[config.mk]
export PLATFORM = sky130hd
export DESIGN_NAME = qs_srt_ucode_loader_flat
export DESIGN_NICKNAME = d
export VERILOG_FILES = /design/src/rtl/qs_srt_ucode_loader_if.sv /design/src/rtl/qs_srt_ucode_loader.sv /design/src/flat_wrapper.sv
export SDC_FILE = /design/constraint.sdc
export NUM_CORES = 1
export LEC_CHECK = 0
export ABC_CLOCK_PERIOD_IN_PS = 1700
export BUFFER_PORTS_ARGS = -buffer_cell sky130_fd_sc_hd__buf_2
export CORE_AREA = 2 2 108 58
export CTS_CLUSTER_DIAMETER = 200
export DETAILED_ROUTE_END_ITERATION = 12
export DIE_AREA = 0 0 110 60
export PLACE_DENSITY_LB_ADDON = 0.2
export SETUP_SLACK_MARGIN = 0.15
export SLEW_MARGIN = 20
export SYNTH_ARGS = -nofsm -noshare
export SYNTH_HDL_FRONTEND = slang
export SYNTH_SLANG_ARGS = --single-unit
[constraint.sdc]
create_clock -name clk -period 1.7 [get_ports clk]
set_clock_uncertainty 0.1 [all_clocks]
set_input_delay 0 -clock clk [delete_from_list [all_inputs] [get_ports clk]]
set_output_delay 0 -clock clk [all_outputs]
set_load 0.02 [all_outputs]
[src/rtl/qs_srt_ucode_loader_if.sv]
// Instruction encoding shared with the ucode decoder, and the host instruction stream interface.
package qs_srt_pkg;

   typedef enum logic [3:0] {
      NOP   = 4'd0,
      JCC   = 4'd1,
      PP    = 4'd2,
      MEM   = 4'd3,
      MOV   = 4'd4,
      ARITH = 4'd5,
      CRET  = 4'd6,
      CNTRL = 4'd7
   } opcode_e;

   // Opcode kept as a raw field so a host can present encodings the decoder would reject.
   typedef struct packed {
      logic [3:0]  opcode;
      logic [11:0] operand;
   } inst_t;

endpackage

interface qs_srt_ucode_loader_if;
   logic              in_vld;
   qs_srt_pkg::inst_t in_inst;
   logic              in_rdy;

   modport master (output in_vld, output in_inst, input  in_rdy);
   modport slave  (input  in_vld, input  in_inst, output in_rdy);
endinterface

[src/rtl/qs_srt_ucode_loader.sv]
// Ucode store writer: streams host instruction words into consecutive RAM addresses,
// rejecting illegal opcodes and holding fetch off (busy) while the image is written.
module qs_srt_ucode_loader #(
   parameter int unsigned ADDR_W       = 8,
   parameter bit          CHECK_OPCODE = 1'b1
) (
   input  logic                  clk,
   input  logic                  rst_n,
   input  logic                  cfg_start,
   input  logic [ADDR_W-1:0]     cfg_base_addr,
   input  logic [ADDR_W:0]       cfg_len,
   qs_srt_ucode_loader_if.slave  host,
   output logic                  ucode_wr_en,
   output logic [ADDR_W-1:0]     ucode_wr_addr,
   output qs_srt_pkg::inst_t     ucode_wr_data,
   output logic                  busy,
   output logic                  done,
   output logic                  err,
   output logic [ADDR_W-1:0]     err_addr
);
   import qs_srt_pkg::*;

   typedef enum logic [1:0] {IDLE, LOAD, FLUSH, DONE} state_e;

   state_e            state_q, state_d;
   logic [ADDR_W-1:0] ptr_q;
   logic [ADDR_W:0]   remaining_q;
   logic              beat;
   logic              legal;
   logic              last_beat;

   assign host.in_rdy = (state_q == LOAD);
   assign busy        = (state_q != IDLE);
   assign done        = (state_q == DONE);
   assign beat        = host.in_vld && (state_q == LOAD);
   assign last_beat   = (remaining_q == (ADDR_W+1)'(1));

   always_comb begin
      legal = 1'b1;
      if (CHECK_OPCODE) begin
         case (host.in_inst.opcode)
            NOP, JCC, PP, MEM, MOV, ARITH, CRET, CNTRL: legal = 1'b1;
            default:                                    legal = 1'b0;
         endcase
      end
   end

   // An empty load still passes through FLUSH so done lands two cycles after the start.
   always_comb begin
      state_d = state_q;
      case (state_q)
         IDLE:    if (cfg_start) state_d = (cfg_len == '0) ? FLUSH : LOAD;
         LOAD:    if (beat && (!legal || last_beat)) state_d = FLUSH;
         FLUSH:   state_d = DONE;
         DONE:    state_d = IDLE;
         default: state_d = IDLE;
      endcase
   end

   always_ff @(posedge clk or negedge rst_n) begin
      if (!rst_n) begin
         state_q       <= IDLE;
         ptr_q         <= '0;
         remaining_q   <= '0;
         ucode_wr_en   <= 1'b0;
         ucode_wr_addr <= '0;
         ucode_wr_data <= '0;
         err           <= 1'b0;
         err_addr      <= '0;
      end else begin
         state_q     <= state_d;
         ucode_wr_en <= 1'b0;
         if ((state_q == IDLE) && cfg_start) begin
            ptr_q       <= cfg_base_addr;
            remaining_q <= cfg_len;
            err         <= 1'b0;
         end
         if (beat) begin
            if (legal) begin
               ucode_wr_en   <= 1'b1;
               ucode_wr_addr <= ptr_q;
               ucode_wr_data <= host.in_inst;
               ptr_q         <= ptr_q + ADDR_W'(1);
               remaining_q   <= remaining_q - (ADDR_W+1)'(1);
            end else begin
               err      <= 1'b1;
               err_addr <= ptr_q;
            end
         end
      end
   end

endmodule

[src/flat_wrapper.sv]
// flat-port wrapper written by rule: the top's interface ports become plain ports
module qs_srt_ucode_loader_flat import qs_srt_pkg::*;
#(
   parameter int unsigned ADDR_W       = 8,
   parameter bit          CHECK_OPCODE = 1'b1
)
  (clk, rst_n, cfg_start, cfg_base_addr, cfg_len, ucode_wr_en, ucode_wr_addr, ucode_wr_data, busy, done, err, err_addr, host_in_vld, host_in_inst, host_in_rdy);
  qs_srt_ucode_loader_if host_i ();
  input  logic clk;
  input  logic rst_n;
  input  logic cfg_start;
  input  logic [ADDR_W-1:0] cfg_base_addr;
  input  logic [ADDR_W:0] cfg_len;
  output logic ucode_wr_en;
  output logic [ADDR_W-1:0] ucode_wr_addr;
  output qs_srt_pkg::inst_t ucode_wr_data;
  output logic busy;
  output logic done;
  output logic err;
  output logic [ADDR_W-1:0] err_addr;
  input wire logic [$bits(host_i.in_vld)-1:0] host_in_vld;
  input wire logic [$bits(host_i.in_inst)-1:0] host_in_inst;
  output wire logic [$bits(host_i.in_rdy)-1:0] host_in_rdy;
  assign host_i.in_vld = host_in_vld;
  assign host_i.in_inst = host_in_inst;
  assign host_in_rdy = host_i.in_rdy;
  qs_srt_ucode_loader #(.ADDR_W(ADDR_W), .CHECK_OPCODE(CHECK_OPCODE)) u_core (.clk(clk), .rst_n(rst_n), .cfg_start(cfg_start), .cfg_base_addr(cfg_base_addr), .cfg_len(cfg_len), .host(host_i), .ucode_wr_en(ucode_wr_en), .ucode_wr_addr(ucode_wr_addr), .ucode_wr_data(ucode_wr_data), .busy(busy), .done(done), .err(err), .err_addr(err_addr));
endmodule
Word-level counts from Yosys, hierarchy flattened
Index checks and enable logic that the tools add are counted.
- $add $sub $neg: 2
- equality and inequality tests: 6
- muxes and demuxes: 16
- bitwise gates (word level): 1
- reduce and logical (&&, ||, !) cells: 11
- operators with widths (operator ; number):
    $mux W9 ; 3
    $mux W8 ; 3
    $eq A9 B1 Y1 const B ; 1
    $logic_not A9 Y1 ; 1
    $sub A9 B1 Y9 const B ; 1
    $add A8 B1 Y8 const B ; 1
    $pmux W2 S4 ; 1
    $mux W1 ; 6
    $mux W2 ; 3
    $reduce_and A2 Y1 ; 3
    $eq A2 B2 Y1 const B ; 2
    $logic_and A1 B1 Y1 ; 3
    $eq A2 B1 Y1 const B ; 1
    $logic_not A2 Y1 ; 1
    $ne A2 B1 Y1 const B ; 1
    $ne A2 B2 Y1 const B ; 1
    $reduce_bool A2 Y1 ; 1
    $logic_not A1 Y1 ; 1
    $logic_or A1 B1 Y1 ; 1
    $not A1 Y1 ; 1
- register bits: 53
- input port bits: 37
- output and inout bits: 37
- word-level logic and storage cells: 45

Depth between registers and ports, before layout
Gate-level depths: netlist of run 1.
- depth in word-level cells: 6
- depth in mapped cells: 9

Worst setup path after synthesis of run 1
No wires, ideal clock.
- path type: register to register
- start point: register u_core.state_q[1]
- end point: register u_core.state_q[1]
- setup time: 0.128 ns
- arrival: 1.752 ns
- required time: 1.472 ns
- path slack: -0.279 ns
- stages on the path, launching flop included: 7
- buffers on the path: 0
- cell sequence: dfrtp_1 > inv_1 > ha_1 > nand4b_1 > or3_1 > a2bb2oi_2 > mux2_1
- cells in the longest elaborated chain, start to end: 5
- elaborated cells on any way between the ends: 10
- ends and longest elaborated chain (item ; line ; text):
    start: declaration ; qs_srt_ucode_loader.sv:25 ; state_e state_q, state_d;
    start signal: assignment ; qs_srt_ucode_loader.sv:71 ; state_q <= state_d;
    $eq A2 B1 Y1 (*) ; n/a ;
    net host_in_rdy ; flat_wrapper.sv:23 ; output wire logic [$bits(host_i.in_rdy)-1:0] host_in_rdy;
    $logic_and A1 B1 Y1 ; qs_srt_ucode_loader.sv:35 ; assign beat = host.in_vld && (state_q == LOAD);
    $logic_and A1 B1 Y1 ; qs_srt_ucode_loader.sv:53 ; LOAD: if (beat && (!legal || last_beat)) state_d = FLUSH;
    $ne A2 B1 Y1 (no line) ; n/a ;
    $reduce_and A2 Y1 (no line) ; n/a ;
The timed path passes the listed nets; every way through them passes the cells marked *.
A chain may end at the register's enable or synchronous reset.

Worst setup path after layout of run 1
- start point: register u_core.remaining_q[3]
- end point: register u_core.state_q[1]
- cells in the longest elaborated chain, start to end: 5
- ends and longest elaborated chain (item ; line ; text):
    start: declaration ; qs_srt_ucode_loader.sv:27 ; logic [ADDR_W:0] remaining_q;
    start signal: assignment ; qs_srt_ucode_loader.sv:75 ; remaining_q <= cfg_len;
    start signal: assignment ; qs_srt_ucode_loader.sv:84 ; remaining_q <= remaining_q - (ADDR_W+1)'(1);
    $eq A9 B1 Y1 ; qs_srt_ucode_loader.sv:36 ; assign last_beat = (remaining_q == (ADDR_W+1)'(1));
    $logic_or A1 B1 Y1 ; qs_srt_ucode_loader.sv:53 ;
    $logic_and A1 B1 Y1 ; qs_srt_ucode_loader.sv:53 ;
    $ne A2 B1 Y1 (no line) ; n/a ;
    $reduce_and A2 Y1 (no line) ; n/a ;
No other way between the ends.

==> results of run 1 <==
## flip-flops by register name (all words and copies together), names as in the netlist
| register | cells |
|---|---|
| u_core.remaining_q | 9 |
| u_core.ucode_wr_en | 1 |
| u_core.err_addr | 8 |
| u_core.ucode_wr_data | 16 |
| u_core.ucode_wr_addr | 8 |
| u_core.state_q | 2 |
| u_core.ptr_q | 8 |
| u_core.err | 1 |
## worst max-delay path: cells and delay by family (launching register included)
family | cells | cell delay, ps
and+or+nand+nor | 2 | 760
DFF | 1 | 400
muxes | 1 | 310
AOI/OAI and AO/OA | 1 | 170
## metal layers
| metal | share of wire, % | wire [um] | track usage (%) | vias up |
|---|---|---|---|---|
| met5 | 0 | 0 | 0 | - |
| met4 | 1.2 | 95 | 5.06 | 0 |
| met3 | 6.6 | 518 | 4.36 | 11 |
| met2 | 44 | 3420 | 30.9 | 93 |
| met1 | 48 | 3790 | 34.3 | 1218 |
| li1 | - | - | - | 1182 |
## worst max path at each step
| stage | cells after the start | slack [ps] | startpoint | end |
|---|---|---|---|---|
| after floorplan | 4 | -150 | u_core.remaining_q[3] | u_core.state_q[1] |
| after global placement | 4 | -110 | u_core.remaining_q[7] | u_core.state_q[1] |
| after detailed placement | 4 | -160 | u_core.remaining_q[7] | u_core.state_q[1] |
| after CTS | 4 | -150 | u_core.remaining_q[6] | u_core.state_q[1] |
| after global routing | 6 | -200 | u_core.state_q[0] | u_core.remaining_q[8] |
| final | 4 | -150 | u_core.remaining_q[3] | u_core.state_q[1] |
## power breakdown
part / total [mW] / switching [mW] / internal [mW]
registers: 2.24 / 0.406 / 1.84
logic: 3.78 / 2.04 / 1.75
clock network: 0.711 / 0.420 / 0.291
total: 6.74 / 2.86 / 3.88
## logic make-up (layout without fill, tap and decap cells)
group	after synthesis	count (layout)
simple gates	122	122
flops	53	53
compound gates	44	44
buf+inv	17	171
mux	11	11
fa+ha+maj	8	8
## through the flow
stage	power (mW)	hold WS (ps)	setup TNS [ps]	utilization, %	cell area (sq um)
after floorplan	4.02	-396	-228	-	2550
after global placement	5.22	57.7	-149	56.0	3210
after detailed placement	5.30	61.1	-363	56.0	3210
after CTS	6.27	1.17	-357	65.2	3740
after global routing	7.17	8.54	-3040	71.3	4090
final	6.74	3.66	-1520	71.3	4090
## final cells by class
class,instances,area (sq um),area share (%)
Clock buffer,6,72.6,1.78
Clock inverter,2,15.0,0.367
Inverter,8,56.3,1.38
Multi-Input combinational cell,185,1270,31.1
Sequential cell,53,1330,32.4
Tap cell,77,96.3,2.36
Timing Repair Buffer,153,1230,30.0
Timing Repair inverter,2,22.5,0.551
## layout by cell type (no fill, tap or decap), types with 4 or more instances in the layout
| cell | instances |
|---|---|
| a21oi_1 | 9 |
| buf_4 | 30 |
| buf_2 | 73 |
| nand2_1 | 67 |
| nand3_2 | 4 |
| ha_1 | 6 |
| o21ai_0 | 6 |
| buf_6 | 8 |
| nor2_1 | 10 |
| mux2_4 | 4 |
| clkbuf_8 | 5 |
| clkbuf_16 | 5 |
| buf_12 | 4 |
| dfrtp_1 | 53 |
| dlygate4sd3_1 | 31 |
| nand2_2 | 12 |
| inv_1 | 4 |
| nand3_1 | 4 |
| mux2_1 | 4 |
## what timing repair did
item | in CTS | in global routing
hold endpoints to repair | 83 | 0
hold buffers | 31 | 0
buffers inserted | 4 | 8
gates cloned | 1 | 6
resized for setup | 18 | 42
pin swaps | 6 | 13
setup endpoints to repair | 35 | 41
==> impl_summary.txt, run 1 <==
----------------------------------------------------
[STA]
  Total setup violations reported at the end of the flow ... 27
  Final worst slack ... -147 ps
  Least-Margin Pin Slew ... around 660 ps
  Clock period minus final worst setup slack ... 1850 ps
  Fraction of the cycle the final worst path needs ... 109%
  Final max-slew violation count ... 0
  Final number of hold-violating endpoints ... 0
  Max frequency ... 541 MHz
  Setup repair after global routing missed its margin ... true
  Max_slew headroom ... 55.7%

[Setup path]
  Cell-by-cell listing of the critical path ... or3_4 > or3_4 > a2bb2oi_4 > mux2_4
  Source of the worst register-to-register timing path ... u_core.remaining_q[3]
  Worst setup slack for register-to-register paths ... -150 ps
  Worst Reg2Reg Path Length in Cells ... 4
  Endpoint of the worst register-to-register path ... u_core.state_q[1]
  Req. time, crit path ... 1800 ps
  Type of element launching the critical path ... flip-flop
  Library cell appearing most often on the critical path ... or3_4
  Critical path capture point type ... flip-flop
  Max incr delay on CP ... about 410 ps
  Highest fanout seen on the critical path ... 3
  Standard cell with the maximum stage delay on the critical path ... or3_4
  Type of the worst setup path ... flip-flop to flip-flop
  Arr. time, crit path ... 1950 ps

[Routing]
  Number of remaining DRC errors ... 0
  DRT antenna net count ... 0
  Iteration count of the initial detailed-routing pass ... 4
  Final wirelength ... a little under 8000 um
  Via total after detailed routing ... 2,504
  Average detailed-routed wire length per instance ... 16.1 um
  Violation count after the first detailed-route iteration ... 101
  DR vias/cell ... a little over 5

[Synthesis]
  Area share of the leading cell type in the synthesized netlist ... 54.4%
  Post-synthesis share of cell area spent on and, or, nand and nor gates ... a little over a fifth
  Fraction of the mapped netlist area in compound gates ... 12.2%
  Total standard cell area after synthesis ... around 0.0024 sq mm
  Adder-cell share of the synthesized area ... 4.10%
  Library cells used by synthesis ... 42
  Count of state elements after synthesis ... 53
  Mux cell area share after synthesis ... 4.97%
  Dominant combinational cell family by area after synthesis ... simple AND/OR/NAND/NOR gates
  Post-synthesis instance total ... 255
  Number of synthesis warnings ... 0
  Net count after synthesis ... 300
  Fraction of registers with async set or reset after synthesis ... 100%
  Commonest cells in the synthesized netlist ... nand2_1 (81), dfrtp_1 (53), a21oi_1 (13)
  Number of enable-type register cells in the synthesized netlist ... 0
  Xor/xnor cell area share of the yosys netlist ... 0%
  Library cell with the largest summed area after synthesis ... dfrtp_1
  Sequential-to-total area share from yosys stat ... between 50% and 60%
  Main flop type after synthesis ... dfrtp_1
  Largest cells by area after synthesis ... dfrtp_1 (54%), nand2_1 (12%), ha_1 (4.1%)
  Leading cell type by number of instances after synthesis ... nand2_1
  Per-instance average area after synthesis ... ~9.6 sq um

[Place]
  Quantity of I/O buffers inserted on ports ... between 70 and 80
  Instance count after placement with tap cells included ... 428
  Minimum setup slack after placement ... -163 ps
  Detail Placement HPWL ... 4600 um
  Routability Congestion ... about 0.84

[Worst hold path]
  Number of cells on the worst hold path ... 3
  Hold crit path type ... input port to flip-flop
  Hold path startpoint ... cfg_len[8]
  Worst-case hold path end point ... u_core.remaining_q[8]

[Run status]
  Violations in the final reports ... setup timing
  Outcome ... complete, but fails checks

[Floorplanning]
  Site row count ... 20
  I/O pin total ... 74
  Die height ... 60 um
  Std-Cell Core Area ... 0.00573 sq mm
  Overall die width ... 110 um
  Initial standard-cell utilization of the core ... 42.6%
  Area enclosed by the die boundary ... 0.00660 sq mm

[Final layout]
  Relative area change from synthesis to final layout ... 67.5%
  Antenna diode count ... 0
  Final layout net count ... 453
  Fraction of final layout cells sized beyond drive strength 1 ... approximately 44%
  Number of filler cells placed in the layout ... 427
  Post-Layout Cell Count ... 486

[Job]
  Max Cap Viol ... 0

[Global route]
  Total overflow reported by the global router ... 0
  Vias in the first global route ... 2,125
  Global-route wire length before repair ... roughly 11,000 um
  Number of antenna violations at the first check in global routing ... 0
  Maximum number of pins on one net before global-route repair ... between 50 and 60
  Total track usage ... 21.9%

[Clock network]
  Level count of the clock H-tree ... 2
  Later-pin clock latency in the skew report ... 310 ps
  Reg clk slew, reported paths ... 100 ps
  Buffers from clock root to sink, at most ... 2
  Root buffer cell ... clkbuf_8
  Clock tree from TritonCTS ... built
  Clock sink total ... between 50 and 60
  CTS buffer count ... 5

[Pwr]
  Worst vdd rail ir drop ... 0.828 mV
  Leakage power summed over all cells ... 2.01 nW
  Total power divided by cell area ... approximately 1600 mW/mm^2

----------------------------------------------------
(Power assumes the default switching activity.)
==> run 2, diff against run 1 <==
--- a/config.mk
+++ b/config.mk
@@ -5,12 +5,13 @@
 export SDC_FILE = /design/constraint.sdc
 export NUM_CORES = 1
 export LEC_CHECK = 0
-export ABC_CLOCK_PERIOD_IN_PS = 1700
-export BUFFER_PORTS_ARGS = -buffer_cell sky130_fd_sc_hd__buf_2
-export CORE_AREA = 2 2 108 58
+export ABC_AREA = 1
+export ABC_CLOCK_PERIOD_IN_PS = 2000
+export CORE_AREA = 2 2 111 59
 export CTS_CLUSTER_DIAMETER = 200
 export DETAILED_ROUTE_END_ITERATION = 12
-export DIE_AREA = 0 0 110 60
+export DIE_AREA = 0 0 113 61
+export DONT_BUFFER_PORTS = 1
 export PLACE_DENSITY_LB_ADDON = 0.2
 export SETUP_SLACK_MARGIN = 0.15
 export SLEW_MARGIN = 20
==> constraint.sdc (replaced) <==
create_clock -name clk -period 2 [get_ports clk]
set_clock_uncertainty 0.1 [all_clocks]
set_input_delay 0 -clock clk [delete_from_list [all_inputs] [get_ports clk]]
set_output_delay 0 -clock clk [all_outputs]
set_load 0.02 [all_outputs]
==> run 2 against run 1 <==
Net effect: the flow finishes with violations (DRC); routed wire length is 19% lower; largest cell class unchanged; combinational power is 57% lower; cell area is 20% lower; die area is 4.4% higher; first-iteration DRC count is 42% higher; via count is 11% lower; worst setup slack better by 420 ps; area after synthesis is 6.8% higher; power is 26% lower; sequential power is 5% higher; sequential share of layout area is 8.2 points higher; maximum frequency is 7.1% higher; largest power group is now sequential cells.
==> impl_summary.txt, run 2 <==
----------------------------------------------------
[Run status]
  Outcome ... complete, but fails checks
  Violations in the final reports ... DRC

[Floorplanning]
  Die height ... 61 um (+1.7%)
  Std-Cell Core Area ... 0.00591 sq mm (+3.1%)
  Area enclosed by the die boundary ... 0.00689 sq mm (+4.4%)
  Initial standard-cell utilization of the core ... 44.1% (+1.6 points)
  I/O pin total ... 74 (unchanged)
  Site row count ... 20 (unchanged)
  Overall die width ... 113 um (+2.7%)

[Setup path]
  Req. time, crit path ... 2110 ps (+310 ps)
  Arr. time, crit path ... 1840 ps (-110 ps)
  Highest fanout seen on the critical path ... 12 (+9)
  Critical path capture point type ... flip-flop
  Type of the worst setup path ... flip-flop to flip-flop
  Type of element launching the critical path ... flip-flop

[Pwr]
  Leakage power summed over all cells ... 1.65 nW (-18%)
  Total power divided by cell area ... 1520 mW/mm^2 (-7.6%)
  Worst vdd rail ir drop ... 0.608 mV (-27%)

[Routing]
  Final wirelength ... 6330 um (-19%)
  DR vias/cell ... 4.93 (-4.3%)
  Average detailed-routed wire length per instance ... 14.1 um (-13%)
  Violation count after the first detailed-route iteration ... 143 (+42%)
  Iteration count of the initial detailed-routing pass ... 9 (+5)
  Via total after detailed routing ... 2,218 (-11%)
  Number of remaining DRC errors ... 7 (+7)
  DRT antenna net count ... 0 (unchanged)

[Synthesis]
  Number of synthesis warnings ... 0 (unchanged)
  Per-instance average area after synthesis ... 7.87 sq um (-18%)
  Library cell with the largest summed area after synthesis ... dfrtp_1
  Total standard cell area after synthesis ... 0.00261 sq mm (+6.8%)
  Net count after synthesis ... 376 (+25%)
  Fraction of the mapped netlist area in compound gates ... 10.4% (-1.8 points)
  Post-synthesis instance total ... 331 (+30%)
  Dominant combinational cell family by area after synthesis ... simple AND/OR/NAND/NOR gates
  Main flop type after synthesis ... dfrtp_1
  Area share of the leading cell type in the synthesized netlist ... 50.9% (-3.5 points)
  Leading cell type by number of instances after synthesis ... nand2_1
  Post-synthesis share of cell area spent on and, or, nand and nor gates ... 26.6% (+5.0 points)
  Adder-cell share of the synthesized area ... 3.84% (-0.26 points)
  Xor/xnor cell area share of the yosys netlist ... 0.336% (+0.34 points)
  Largest cells by area after synthesis ... dfrtp_1 (51%), nand2_1 (17%), inv_1 (5.0%)
  Count of state elements after synthesis ... 53 (unchanged)
  Sequential-to-total area share from yosys stat ... 50.9% (-3.5 points)
  Mux cell area share after synthesis ... 0% (-5.0 points)
  Number of enable-type register cells in the synthesized netlist ... 0 (unchanged)
  Commonest cells in the synthesized netlist ... nand2_1 (121), dfrtp_1 (53), inv_1 (35)
  Fraction of registers with async set or reset after synthesis ... 100% (unchanged)
  Library cells used by synthesis ... 25 (-40%)

[Global route]
  Number of antenna violations at the first check in global routing ... 0 (unchanged)
  Global-route wire length before repair ... 10,300 um (-5.0%)
  Total track usage ... 19.3% (-2.6 points)
  Vias in the first global route ... 2,073 (-2.4%)
  Maximum number of pins on one net before global-route repair ... 54 (unchanged)
  Total overflow reported by the global router ... 0 (unchanged)

[STA]
  Setup repair after global routing missed its margin ... true
  Max_slew headroom ... 69.8% (+14 points)
  Sum Neg Setup Slack ... 0 ps (+1520 ps)
  Clock period minus final worst setup slack ... 1730 ps (-122 ps)
  Fraction of the cycle the final worst path needs ... 86.3% (-22 points)
  Final max-slew violation count ... 0 (unchanged)
  Final number of hold-violating endpoints ... 0 (unchanged)
  Least-Margin Pin Slew ... 449 ps (-216 ps)
  Max frequency ... 580 MHz (+7.1%)
  Total setup violations reported at the end of the flow ... 0 (-100%)
  Final worst slack ... 274 ps (+422 ps)

[Final layout]
  Largest registers ... u_core.ucode_wr_data x16, u_core.remaining_q x9
  Relative area change from synthesis to final layout ... 25.2%
  Sequential cell area in the final layout ... 0.00133 sq mm (unchanged)
  Area of the multi-input gates ... 0.00107 sq mm (-16%)
  Most common cell after layout, fill and taps aside ... nand2_1
  Post-layout util ... 55.3% (-16 points)
  Post-Layout Cell Count ... 450 (-7.4%)
  Antenna diode count ... 0 (unchanged)
  Final layout net count ... 417 (-7.9%)
  Highest-count cells in the layout ignoring fill and taps ... nand2_1 (121), dfrtp_1 (53), dlygate4sd3_1 (36)
  Largest register by flop count ... u_core.ucode_wr_data
  Number of filler cells placed in the layout ... 545 (+28%)
  Fraction of final layout cells sized beyond drive strength 1 ... 6.97% (-37 points)
  Flip-flop count of the largest register after layout ... 16 (unchanged)

[Clock network]
  Clock tree from TritonCTS ... built
  Later-pin clock latency in the skew report ... 290 ps (-20 ps)
  CTS buffer count ... 5 (unchanged)
  Clock sink total ... 53 (unchanged)
  Reg clk slew, reported paths ... 70 ps (-30 ps)
  Root buffer cell ... clkbuf_16
  Buffers from clock root to sink, at most ... 2 (unchanged)
  Level count of the clock H-tree ... 2 (unchanged)

[Place]
  Routability Congestion ... 0.870 (+3.7%)
  Quantity of I/O buffers inserted on ports ... 0 (-100%)
  Minimum setup slack after placement ... 267 ps (+431 ps)
  Instance count after placement with tap cells included ... 403 (-5.8%)
  Detail Placement HPWL ... 4420 um (-4.1%)

[Job]
  Max Cap Viol ... 0 (unchanged)

[Worst hold path]
  Hold crit path type ... input port to flip-flop

----------------------------------------------------
## run 2: cell families after synthesis
group / count (synthesis)
xor gates and xnor gates: 1
buffers and inverters: 48
adders and majority gates: 8
AOI/OAI and AO/OA: 49
DFF: 53
and+or+nand+nor: 172
## run 2: critical path, cell delays in order (launching register included)
cell	delay [ps]
dfrtp_1	410
inv_1	110
ha_1	250
nand3_2	230
buf_4	260
o211ai_1	100
nand3_1	90
o21ai_1	90
## run 2: power by group
part,total (mW),switching [mW],internal [mW]
clock,0.985,0.392,0.593
sequential,2.35,0.781,1.57
combinational,1.63,0.996,0.635
## run 2: cell type report
class / count / share of cell area [%]
flip-flops and latches: 53 / 40.6
clock buffers: 5 / 3.83
well taps: 77 / 2.95
clock inverters: 3 / 1.34
multi-input cells: 230 / 32.9
repair buffers: 46 / 14.1
inverters: 36 / 4.26
## run 2: worst paths after layout
check	endpoint	startpoint	slack [ps]	cells past startpoint
setup / recovery	u_core.ptr_q[6]	u_core.state_q[1]	270	7
hold / removal	u_core.remaining_q[1]	host_in_inst[15]	9	3
setup reg to reg	u_core.ptr_q[6]	u_core.state_q[1]	270	7
hold reg to reg	u_core.ucode_wr_addr[7]	u_core.ptr_q[7]	450	2
max in group asynchronous	u_core.ucode_wr_data[14]	rst_n	1460	2
min in group asynchronous	u_core.ptr_q[3]	rst_n	110	2
## run 2: routing by layer
metal / GRT usage, % / vias to the layer above / wire [um]
li1: - / 1122 / -
met1: 29.0 / 1015 / 3160
met2: 27.2 / 76 / 2600
met3: 5.89 / 5 / 528
met4: 4.70 / 0 / 41
met5: 0 / - / 0
## run 2: stage by stage
stage	power, mW	area [sq um]	hold slack (ps)
6_report	4.97	3260	8.53
4_1_cts	4.95	3240	6.91
2_1_floorplan	3.46	2610	-396
3_3_place_gp	3.84	2680	-394
3_5_place_dp	3.87	2680	-394
5_1_grt	5.39	3260	35.7
## run 2: what timing repair did
action                                  4_1_cts  5_1_grt
endpoints found under the setup margin        0        4
resized for setup                             0        2
hold buffers                                 37        0
buffers inserted                              0        2
endpoints found under the hold margin        89        0
